$ cat config.mk
export PLATFORM = sky130hd
export DESIGN_NAME = cla_seq_add_ctrl_flat
export DESIGN_NICKNAME = d
export VERILOG_FILES = /design/src/rtl/cla_seq_add_ctrl_pkg.sv /design/src/rtl/cla_seq_add_ctrl_if.sv /design/src/rtl/cla_seq_add_ctrl_slice.sv /design/src/rtl/cla_seq_add_ctrl.sv /design/src/flat_wrapper.sv
export SDC_FILE = /design/constraint.sdc
export NUM_CORES = 1
export LEC_CHECK = 0
export ABC_AREA = 1
export CAP_MARGIN = 30
export CORE_MARGIN = 2
export CORE_UTILIZATION = 40
export DETAILED_ROUTE_END_ITERATION = 10
export GPL_ROUTABILITY_DRIVEN = 1
export PLACE_DENSITY_LB_ADDON = 0.15
export REMOVE_ABC_BUFFERS = 1
export SETUP_SLACK_MARGIN = 0.3
export SLEW_MARGIN = 20
export SYNTH_ARGS = -nofsm -noshare
export SYNTH_HDL_FRONTEND = slang
export SYNTH_SLANG_ARGS = --single-unit
export TNS_END_PERCENT = 50
$ cat constraint.sdc
create_clock -name clk -period 7.2 [get_ports clk]
set_clock_uncertainty 0.05 [all_clocks]
set_input_delay 1.44 -clock clk [delete_from_list [all_inputs] [get_ports clk]]
set_output_delay 1.44 -clock clk [all_outputs]
set_load 0.05 [all_outputs]
$ cat src/rtl/cla_seq_add_ctrl_pkg.sv
// Shared types and default sizing for the sequential CLA adder controller.
package cla_seq_pkg;
  localparam int DEF_WIDTH = 64;
  localparam int DEF_SLICE = 16;

  typedef enum logic [1:0] {IDLE, RUN, DONE} state_e;
endpackage

$ cat src/rtl/cla_seq_add_ctrl_if.sv
// Request/response bundle for cla_seq_add_ctrl; the sub port exists only with CLA_SEQ_SUB_EN.
interface cla_seq_add_ctrl_if #(parameter int WIDTH = cla_seq_pkg::DEF_WIDTH);
  logic             in_valid;
  logic             in_ready;
  logic [WIDTH-1:0] a;
  logic [WIDTH-1:0] b;
  logic             cin;
`ifdef CLA_SEQ_SUB_EN
  logic             sub;
`endif
  logic             out_valid;
  logic             out_ready;
  logic [WIDTH-1:0] sum;
  logic             cout;
  logic             busy;

`ifdef CLA_SEQ_SUB_EN
  modport master (output in_valid, a, b, cin, sub, out_ready,
                  input  in_ready, out_valid, sum, cout, busy);
  modport slave  (input  in_valid, a, b, cin, sub, out_ready,
                  output in_ready, out_valid, sum, cout, busy);
`else
  modport master (output in_valid, a, b, cin, out_ready,
                  input  in_ready, out_valid, sum, cout, busy);
  modport slave  (input  in_valid, a, b, cin, out_ready,
                  output in_ready, out_valid, sum, cout, busy);
`endif
endinterface

$ cat src/rtl/cla_seq_add_ctrl_slice.sv
// Combinational SLICE-bit carry-lookahead adder slice (propagate/generate + carry chain).
module cla_slice #(
  parameter int SLICE = cla_seq_pkg::DEF_SLICE
) (
  input  logic [SLICE-1:0] a_i,
  input  logic [SLICE-1:0] b_i,
  input  logic             c_i,
  output logic [SLICE-1:0] s_o,
  output logic             c_o
);
  logic [SLICE-1:0] p, g;
  logic [SLICE:0]   c;

  assign p = a_i ^ b_i;
  assign g = a_i & b_i;

  always_comb begin
    c[0] = c_i;
    for (int i = 0; i < SLICE; i++)
      c[i+1] = g[i] | (p[i] & c[i]);
  end

  assign s_o = p ^ c[SLICE-1:0];
  assign c_o = c[SLICE];
endmodule

$ cat src/rtl/cla_seq_add_ctrl.sv
// Sequential wide adder: one request time-shares a single CLA slice over WIDTH/SLICE cycles.
// Optional subtract mode is compiled in with CLA_SEQ_SUB_EN.
module cla_seq_add_ctrl
  import cla_seq_pkg::*;
#(
  parameter int WIDTH = DEF_WIDTH,
  parameter int SLICE = DEF_SLICE
) (
  input  logic              clk,
  input  logic              rst,
  cla_seq_add_ctrl_if.slave io
);
  localparam int NSLICE = WIDTH / SLICE;
  localparam int IW     = (NSLICE > 1) ? $clog2(NSLICE) : 1;

  if ((WIDTH % SLICE) != 0 || NSLICE < 1) begin : g_bad_cfg
    $error("cla_seq_add_ctrl: WIDTH must be a positive multiple of SLICE");
  end

  typedef logic [NSLICE-1:0][SLICE-1:0] vec_t;

  state_e          state_q, state_d;
  vec_t            a_q, a_d, b_q, b_d, sum_q, sum_d;
  logic            carry_q, carry_d;
  logic            cout_q, cout_d;
  logic [IW-1:0]   idx_q, idx_d;
  logic            accept, sub_w;
  logic [SLICE-1:0] sl_s;
  logic            sl_co;

`ifdef CLA_SEQ_SUB_EN
  assign sub_w = io.sub;
`else
  assign sub_w = 1'b0;
`endif

  assign io.in_ready  = (state_q == IDLE) | ((state_q == DONE) & io.out_ready);
  assign accept       = io.in_valid & io.in_ready;
  assign io.out_valid = (state_q == DONE);
  assign io.busy      = (state_q != IDLE);
  assign io.sum       = sum_q;
  assign io.cout      = cout_q;

  cla_slice #(.SLICE(SLICE)) u_slice (
    .a_i (a_q[idx_q]),
    .b_i (b_q[idx_q]),
    .c_i (carry_q),
    .s_o (sl_s),
    .c_o (sl_co)
  );

  always_comb begin
    state_d = state_q;
    a_d     = a_q;
    b_d     = b_q;
    sum_d   = sum_q;
    carry_d = carry_q;
    cout_d  = cout_q;
    idx_d   = idx_q;
    case (state_q)
      IDLE: ;
      RUN: begin
        sum_d[idx_q] = sl_s;
        carry_d      = sl_co;
        if (idx_q == IW'(NSLICE - 1)) begin
          cout_d  = sl_co;
          state_d = DONE;
        end else begin
          idx_d = idx_q + 1'b1;
        end
      end
      DONE: if (io.out_ready) state_d = IDLE;
      default: state_d = IDLE;
    endcase
    // Accept is only possible from IDLE/DONE, so it never collides with RUN updates.
    if (accept) begin
      a_d     = io.a;
      b_d     = sub_w ? ~io.b : io.b;
      carry_d = sub_w ? 1'b1 : io.cin;
      idx_d   = '0;
      state_d = RUN;
    end
  end

  always_ff @(posedge clk or negedge rst) begin
    if (!rst) begin
      state_q <= IDLE;
      a_q     <= '0;
      b_q     <= '0;
      sum_q   <= '0;
      carry_q <= 1'b0;
      cout_q  <= 1'b0;
      idx_q   <= '0;
    end else begin
      state_q <= state_d;
      a_q     <= a_d;
      b_q     <= b_d;
      sum_q   <= sum_d;
      carry_q <= carry_d;
      cout_q  <= cout_d;
      idx_q   <= idx_d;
    end
  end
endmodule

$ cat src/flat_wrapper.sv
// flat-port wrapper written by rule: the top's interface ports become plain ports
module cla_seq_add_ctrl_flat import cla_seq_pkg::*;
#(
  parameter int WIDTH = DEF_WIDTH,
  parameter int SLICE = DEF_SLICE
)
  (clk, rst, io_in_valid, io_a, io_b, io_cin, io_out_ready, io_in_ready, io_out_valid, io_sum, io_cout, io_busy);
  cla_seq_add_ctrl_if #(.WIDTH(WIDTH)) io_i ();
  input  logic clk;
  input  logic rst;
  input wire logic [$bits(io_i.in_valid)-1:0] io_in_valid;
  input wire logic [$bits(io_i.a)-1:0] io_a;
  input wire logic [$bits(io_i.b)-1:0] io_b;
  input wire logic [$bits(io_i.cin)-1:0] io_cin;
  input wire logic [$bits(io_i.out_ready)-1:0] io_out_ready;
  output wire logic [$bits(io_i.in_ready)-1:0] io_in_ready;
  output wire logic [$bits(io_i.out_valid)-1:0] io_out_valid;
  output wire logic [$bits(io_i.sum)-1:0] io_sum;
  output wire logic [$bits(io_i.cout)-1:0] io_cout;
  output wire logic [$bits(io_i.busy)-1:0] io_busy;
  assign io_i.in_valid = io_in_valid;
  assign io_i.a = io_a;
  assign io_i.b = io_b;
  assign io_i.cin = io_cin;
  assign io_i.out_ready = io_out_ready;
  assign io_in_ready = io_i.in_ready;
  assign io_out_valid = io_i.out_valid;
  assign io_sum = io_i.sum;
  assign io_cout = io_i.cout;
  assign io_busy = io_i.busy;
  cla_seq_add_ctrl #(.WIDTH(WIDTH), .SLICE(SLICE)) u_core (.clk(clk), .rst(rst), .io(io_i));
endmodule
**Word level (Yosys, flattened, before mapping)**

Cells that the tools add are included.

- Word-level logic and storage cells: 87
- Register bits: 198
- Input bits: 133
- Output and inout port bits: 68

- Reductions and logical operators: 7
- Eq/ne operators: 7
- Mux-type cells: 16
- Bitwise logic cells: 38
- Add/sub/neg operators: 1
- $lt $le $gt $ge: 2

Operators with widths:

| kind | count |
|---|---|
| binary-select mux 16 bit (select 2 bit) | 2 |
| bitwise mux 64 bit | 1 |
| two-way mux 16 bit | 3 |
| demux 16 bit (select 2 bit) | 1 |
| bitwise XOR 16 bit | 2 |
| bitwise AND 1 bit | 18 |
| bitwise OR 1 bit | 17 |
| bitwise AND 16 bit | 1 |
| two-way mux 2 bit | 6 |
| one-hot mux 2 bit (3 select lines) | 1 |
| == test 2 bit (second input constant) | 2 |
| != test 2 x 1 -> 1 bit (second input constant) | 2 |
| AND reduction 2 bit | 2 |
| nonzero test 2 bit | 2 |
| < comparator 2 x 3 -> 1 bit (second input constant) | 1 |
| != test 3 x 1 -> 1 bit (second input constant) | 1 |
| != test 3 x 2 -> 1 bit (second input constant) | 1 |
| AND reduction 3 bit | 1 |
| adder 2 x 1 -> 2 bit (second input constant) | 1 |
| == test 2 x 1 -> 1 bit (second input constant) | 1 |
| greater-or-equal comparator 2 x 1 -> 1 bit (second input constant) | 1 |
| logical NOT 2 bit | 1 |
| two-way mux 1 bit | 2 |
| logical AND 1 bit | 1 |

**Logic depth before layout (Yosys ltp)**

- Depth in word-level cells: 37
- Depth in mapped cells: 29
- Gate-level depth less buffers: 26

**Modules after synthesis**

From an unflattened synthesis, not the netlist that was laid out.

- Cell total of the unflattened synthesis: 1,090
- Area total of the unflattened synthesis: 8,999.9 um2

By module, submodules not included:

| module | seq. area each (um2) | times used | area each (um2) | cells an instance |
|---|---|---|---|---|
| cla_seq_add_ctrl | 4,954.8 | 1 | 8,642.0 | 1,064 |
| cla_slice | 0.0 | 1 | 357.8 | 26 |

**Least setup slack after synthesis**

No wires, ideal clock.

- Path kind: reg-to-reg
- Start point: register u_core.idx_q[0]
- End point: register u_core.sum_q (netlist bit u_core.io.sum[31])
- Setup time: 0.083 ns
- Data arrival time: 7.286 ns
- Required time: 7.067 ns
- Clock period less this slack: 7.419 ns
- Path buffers: 3
- Cell stages (with the launch flop): 27
- Path slack: -0.219 ns
- Path through: dfrtp_1 buf_2 inv_1 buf_2 buf_2 nand2_1 nand3_1 nand2_1 fa_1 inv_1 fa_1 fa_1 fa_1 fa_1 fa_1 fa_1 fa_1 fa_1 fa_1 fa_1 fa_1 fa_1 fa_1 fa_1 inv_1 fa_1 o21ai_0

- Longest elaborated chain between the ends: 35
- Elaborated cells on any way between the ends: 43
- Classes of those cells: order compare: 2; mux: 7; bitwise: 33; reduce/logical: 1

Ends and longest elaborated chain:

| item | line | source |
|---|---|---|
| start: declaration | cla_seq_add_ctrl.sv:26 | `logic [IW-1:0] idx_q, idx_d;` |
| start signal: assignment | cla_seq_add_ctrl.sv:101 | `idx_q <= idx_d;` |
| binary-select mux 16 bit (select 2 bit), on equally long branches | cla_seq_add_ctrl.sv:45, cla_seq_add_ctrl.sv:46 |  |
| two-way mux 16 bit, on equally long branches | cla_seq_add_ctrl.sv:45, cla_seq_add_ctrl.sv:46 |  |
| bitwise XOR 16 bit | cla_seq_add_ctrl_slice.sv:14 | `assign p = a_i ^ b_i;` |
| bitwise AND 1 bit | cla_seq_add_ctrl_slice.sv:20 | `c[i+1] = g[i] \| (p[i] & c[i]);` |
| bitwise OR 1 bit | cla_seq_add_ctrl_slice.sv:20 |  |
| bitwise AND 1 bit | cla_seq_add_ctrl_slice.sv:20 |  |
| bitwise OR 1 bit | cla_seq_add_ctrl_slice.sv:20 |  |
| bitwise AND 1 bit | cla_seq_add_ctrl_slice.sv:20 |  |
| [... 19 more ...] | - |  |
| bitwise AND 1 bit | cla_seq_add_ctrl_slice.sv:20 |  |
| bitwise OR 1 bit | cla_seq_add_ctrl_slice.sv:20 |  |
| bitwise AND 1 bit | cla_seq_add_ctrl_slice.sv:20 |  |
| bitwise OR 1 bit | cla_seq_add_ctrl_slice.sv:20 |  |
| bitwise AND 1 bit | cla_seq_add_ctrl_slice.sv:20 |  |
| bitwise OR 1 bit | cla_seq_add_ctrl_slice.sv:20 |  |
| bitwise XOR 16 bit | cla_seq_add_ctrl_slice.sv:23 | `assign s_o = p ^ c[SLICE-1:0];` |
| bitwise mux 64 bit * | cla_seq_add_ctrl.sv:63 | `sum_d[idx_q] = sl_s;` |
| end signal: assignment | cla_seq_add_ctrl.sv:98 | `sum_q <= sum_d;` |
| end: declaration | cla_seq_add_ctrl.sv:23 | `vec_t a_q, a_d, b_q, b_d, sum_q, sum_d;` |

Every way passes the cells marked *; elsewhere a longest branch is shown, timed or not. The select of a mux whose other input is x is not followed.
A chain may end at the register's enable or synchronous reset.

**Worst setup path after layout**

- Start point: register u_core.idx_q[0]
- End point: register u_core.sum_q (netlist bit u_core.io.sum[63])

The elaborated chain is that of the path after synthesis.

==> impl_metrics.py <==
metrics = {
    "die": {
        "coreArea_um2": 22800,
        "die_x_um": 157,
        "io_pins": 201,
        "fp.dieH_um": 157,
        "dieArea_um2": 24600,
        "row_count": 55,
        "start_util_pct": 41.1,
    },
    "synth": {
        "yosys_warnings": 0,
        "synth_area_leader_cell": "dfrtp_1",
        "synth.top_cell.area_share_pct": 52.9,
        "postSynthCellCount": 1098,
        "ys_types": 22,
        "synth-seq-area-share_pct": 52.9,
        "yosys-top-cells-area": "dfrtp_1 (53%), nand2_1 (16%), nand4_1 (8.7%)",
        "syn_avg_cell_area_um2": 8.53,
        "netlist_area_um2": 9360,
        "synth_seq_cells": 198,
    },
    "sta": {
        "maxSlewHeadroom_pct": 40.8,
        "grt_setup_unrepaired": "true",
        "fin_tns_setup_ps": 0,
        "setup_violations": 0,
        "hold_violations": 0,
        "max_freq_mhz": 146,
        "period_share_pct": 95.1,
        "fin_crit_ps": 6850,
        "worst_pin_slew_ps": 887,
        "holdWs_ps": 420,
        "drv_slew": 0,
    },
    "drt": {
        "first_iter_violations": 422,
        "dr.pass1.iters": 7,
        "drt_wl_total_um": 25300,
        "vias": 7931,
        "drt-vias-per-instance": 5.04,
        "antenna_left": 0,
        "wl_per_cell_um": 16.1,
        "drc": 0,
    },
    "cts": {
        "path_clk_slew_ps": 70,
        "cts_tree": "yes",
        "cts_made_buffers": 17,
        "clk_latency_ps": 430,
        "cts_root_buffer": "clkbuf_16",
        "clockBufferDepth": 2,
        "cts.sinks": 198,
        "h-tree-depth": 4,
    },
    "power_and_ir_drop": {
        "p_comb_share_pct": 56.0,
        "p_clk_share_pct": 14.7,
        "switching_share_pct": 48.8,
        "seq_power_share_pct": 29.3,
        "vdd_ir_drop_max_uv": 203,
        "internal-power_mw": 3.43,
        "finalPower_mw": 6.69,
        "power_density_nw_per_um2": 550,
        "leakage_nw": 5.89,
        "p_switching_mw": 3.26,
    },
    "placed_design": {
        "placed_cell_area_um2": 11500,
        "hpwl_um": 17300,
        "place_congestion": 0.779,
        "numPortBuffers": 200,
    },
    "global_route": {
        "grt_start_max_net_pins": 87,
        "grt-ovfl-total": 0,
        "grtUsageTotal_pct": 21.2,
        "grt_pass1_vias": 7614,
        "grt_pass1_wl_um": 40900,
        "antenna_found_initial": 0,
    },
    "cells_and_area": {
        "final_cell_area_um2": 12200,
        "drive_gt1_share_pct": 7.45,
        "diodes": 0,
        "syn2layout_area_growth_pct": 30.1,
        "final_util_pct": 53.5,
        "final_nets": 1401,
    },
    "worst_hold_path": {
        "min_path_type": "reg -> reg",
    },
    "critical_path": {
        "cp_slowest_cell": "fa_2",
        "path_delay_family": "adder cells",
        "cp_common_cell": "fa_2",
        "crit_arrival_ps": 7130,
        "path_class": "reg -> reg",
        "slowest_delay_ps": 470,
        "cp-start-kind": "register",
        "worstPathRequired_ps": 7490,
        "cp_cell_sequence": "buf_12 > nand2_2 > nand3_2 > nand2_2 > fa_2 > inv_2 > fa_2 > fa_2 > fa_2 > fa_2 > fa_2 > fa_2 > fa_2 > fa_2 > fa_2 > fa_2 > fa_2 > fa_2 > fa_2 > fa_2 > inv_2 > fa_2 > o21ai_1",
        "crit_fanout": 6,
        "end_kind": "register",
        "cp_num_buf_inv": 3,
    },
    "run_status": {
        "status": "finished clean",
    },
    "job": {
        "cap_violations": 0,
    },
}
[cells in the mapped netlist, drive strengths merged]
master and instances:
nand2 415, dfrtp 198, nand4 130, o21ai 93, buf 73, nor2 61
inv 52, o211ai 28, clkbuf 16, fa 16, nand3 10, ha 4
a21oi 1, nand3b 1
[kinds of logic (layout without fill, tap and decap cells)]
kind of cell    count (synthesis)  count (layout)  synth area share [%]
fa+ha+maj                      20              20                  3.96
compound gates                122             122                  7.27
buf+inv                       141             304                  7.12
flops                         198             198                  52.9
simple gates                  617             617                  28.7
[through the flow]
step | cells | worst slack, ps
floorplan | 1009 | -1400
global placement | 1541 | -272
detailed placement | 1541 | -427
CTS | 1573 | 271
global route | 1574 | 178
finish | 1574 | 355
[cell usage in the layout, fill, tap and decap left out, types with 5 or more instances in the layout]
master | netlist | routed
o21ai_1 | 27 | 28
inv_1 | 51 | 48
nand4_1 | 130 | 130
nor2_1 | 60 | 60
fa_2 | 0 | 16
dfrtp_1 | 198 | 196
buf_4 | 1 | 18
clkdlybuf4s50_1 | 0 | 198
nand2_1 | 411 | 404
o21ai_0 | 66 | 64
nand3_1 | 9 | 5
clkbuf_16 | 0 | 17
nand2_2 | 4 | 8
o211ai_1 | 28 | 28
[worst reg2reg max path: stages (launching register included)]
cell and delay [ps]:
dfrtp_2 450, buf_12 150, nand2_2 50, nand3_2 70
nand2_2 80, fa_2 230, inv_2 40, fa_2 340
fa_2 360, fa_2 360, fa_2 350, fa_2 380
fa_2 360, fa_2 360, fa_2 350, fa_2 340
fa_2 350, fa_2 360, fa_2 350, fa_2 350
fa_2 340, inv_2 80, fa_2 470, o21ai_1 150
[per-layer routing]
layer / vias to the layer above / routed length (um) / track usage (%)
li1: 3939 / - / -
met1: 3786 / 11900 / 30.5
met2: 185 / 12000 / 33.7
met3: 21 / 1030 / 3.14
met4: 0 / 317 / 5.77
met5: - / 0 / 0
[final timing paths]
path	startpoint	end	slack, ps	cells after the start
setup / recovery	u_core.idx_q[0]$_DFFE_PN0P_	u_core.io.sum[63]$_DFFE_PN0P_	350	23
hold / removal	u_core.b_q[8]$_DFFE_PN0P_	u_core.b_q[8]$_DFFE_PN0P_	420	2
setup reg to reg	u_core.idx_q[0]$_DFFE_PN0P_	u_core.io.sum[63]$_DFFE_PN0P_	350	23
hold reg to reg	u_core.b_q[8]$_DFFE_PN0P_	u_core.b_q[8]$_DFFE_PN0P_	420	2
max in group asynchronous	rst	u_core.idx_q[1]$_DFFE_PN0P_	4750	2
min in group asynchronous	rst	u_core.b_q[42]$_DFFE_PN0P_	1010	1
[timing repair]
| action | in CTS | in global routing |
|---|---|---|
| hold buffers | 0 | 0 |
| pin swaps | 7 | 5 |
| gates resized for setup | 23 | 12 |
| buffers inserted | 0 | 1 |
| setup endpoints to repair | 10 | 5 |
[registers in the layout, summed over array words and instances, names as in the netlist]
name            cells
u_core.b_q         64
u_core.carry_q      1
u_core.io.sum      64
u_core.idx_q        2
u_core.io.cout      1
u_core.state_q      2
u_core.a_q         64
[power by group through the flow]
stage | logic, mW | registers [mW] | clock network [mW]
after floorplan | 1.75 | 2.52 | 0
after global placement | 3.64 | 1.96 | 0
after detailed placement | 3.68 | 1.97 | 0
after CTS | 3.77 | 1.96 | 1.00
after global routing | 4.20 | 2.02 | 1.05
final | 3.75 | 1.96 | 0.984
[area by class of cell]
cell class	instances	area, um2
inverters	52	200
multi-input cells	759	3840
repair buffers	220	2180
clock buffers	18	439
flip-flops and latches	198	4960
well taps	313	392
clock inverters	14	165
fillers	2187	10600
Power figures use the tool's default switching activity.
==> variant (same flow settings) <==
Re-encode `state_e` (3 states) as one-hot, 3 bits wide.
--- a/src/rtl/cla_seq_add_ctrl_pkg.sv
+++ b/src/rtl/cla_seq_add_ctrl_pkg.sv
@@ -4,5 +4,5 @@
   localparam int DEF_SLICE = 16;
 
-  typedef enum logic [1:0] {IDLE, RUN, DONE} state_e;
+  typedef enum logic [2:0] {IDLE = 3'b001, RUN = 3'b010, DONE = 3'b100} state_e;
 endpackage
 
Function: no difference found for any inputs over 4 cycles, from zero or initial values and one cycle with rst low; so few cycles prove little.
==> variant against the unedited design <==
Sequential cell count up 1; total power down 8.7%; design area down 3.7%; synthesized area down 4.5%; worst setup slack worse by 0.0048 ns; maximum frequency about the same; wire length down 6.5%.
==> variant: results (changes against the unedited design) <==
Status
  • Status: finished, final reports clean (unchanged)

Setup path
  • Crit-path max FO: 7 (was 6)
  • Critical path arrival: 7.16 ns (was 7.13 ns)

GRT
  • First-pass GRT wire length: 39,010 µm (was 40,870 µm)
  • Vias in the first global route: 7,443 (was 7,614)
  • GRT Total Usage: 20.55% (was 21.24%)
  • Pin count of the biggest net entering global routing: 80 (was 87)

Routing
  • DRT met1 WL: 11,790 µm (was 11,950 µm)
  • Drt total wl: 23,640 µm (was 25,290 µm)
  • Detail-routed via count per cell: 5.020 (was 5.039)
  • Routed length on met2: 10,530 µm (was 12,000 µm)

Power and ir drop
  • Peak supply drop: 205.5 µV (was 203.2 µV)
  • Combinational gate power: 3.29 mW (was 3.75 mW)
  • Internal power: 3.196 mW (was 3.431 mW)

Placement
  • Placed Cells: 1,451 (was 1,541)
  • Worst slack, placed: -0.4391 ns (was -0.4274 ns)
  • Detail Placement HPWL: 16,510 µm (was 17,250 µm)
  • Cell area after placement: 11,070 µm² (was 11,470 µm²)
  • GPL Wtd Cong: 0.7903 (was 0.7790)

STA
  • Worst-Margin Slew: 0.7667 ns (was 0.8874 ns)

Layout
  • Final nets: 1,346 (was 1,401)
  • Area delta synth->final: 31.17% (was 30.10%)
  • Layout filler cell count: 2,072 (was 2,187)
  • Share of layout cells above drive strength 1: 7.048% (was 7.454%)

Synth
  • Synth Instances: 1,027 (was 1,098)
-- variant: logic make-up after synthesis --
group | count (synthesis) | synth area share (%)
buffers and inverters | 102 | 5.611
adder cells (fa/ha/maj) | 20 | 4.142
AND/OR/NAND/NOR | 545 | 24.98
AO/OA/AOI/OAI | 161 | 9.570
flip-flops | 199 | 55.70
-- variant: final cells by class --
| cell class | instances | share of cell area (%) |
|---|---|---|
| flip-flops and latches | 199 | 42.49 |
| multi-input cells | 726 | 30.05 |
| repair buffers | 221 | 18.92 |
| clock buffers | 18 | 3.659 |
| well taps | 280 | 2.987 |
| clock inverters | 14 | 0.9813 |
| inverters | 28 | 0.9173 |
-- variant: timing repair --
item / 4_1_cts / 5_1_grt
endpoints found under the setup margin: 10 / 10
pin swaps: 14 / 8
hold buffers: 0 / 0
hold endpoints to repair: 0 / 0
resized for setup: 30 / 2
-- variant: layer usage --
| metal | track usage, % | vias to the layer above |
|---|---|---|
| met4 | 5.679 | 0 |
| met1 | 30.73 | 3564 |
| li1 | - | 3682 |
| met3 | 3.269 | 22 |
| met2 | 31.24 | 192 |
| met5 | 0 | - |
-- variant: worst register-to-register path, delay by kind of cell (launching register included) --
family / cells / cell delay [ns]
buf+inv: 3 / 0.19
compound gates: 3 / 0.44
flops: 1 / 0.46
fa+ha+maj: 16 / 5.64
-- variant: worst paths after layout --
path                                  from           endpoint  slack [ns]  cells after the start
max                        u_core.idx_q[0]  u_core.io.sum[15]        0.35                     22
min                         u_core.b_q[35]     u_core.b_q[35]        0.42                      2
max reg2reg                u_core.idx_q[0]  u_core.io.sum[15]        0.35                     22
min reg2reg                 u_core.b_q[35]     u_core.b_q[35]        0.42                      2
max in group asynchronous              rst     u_core.a_q[63]        5.16                      3
min in group asynchronous              rst     u_core.b_q[28]        0.93                      1
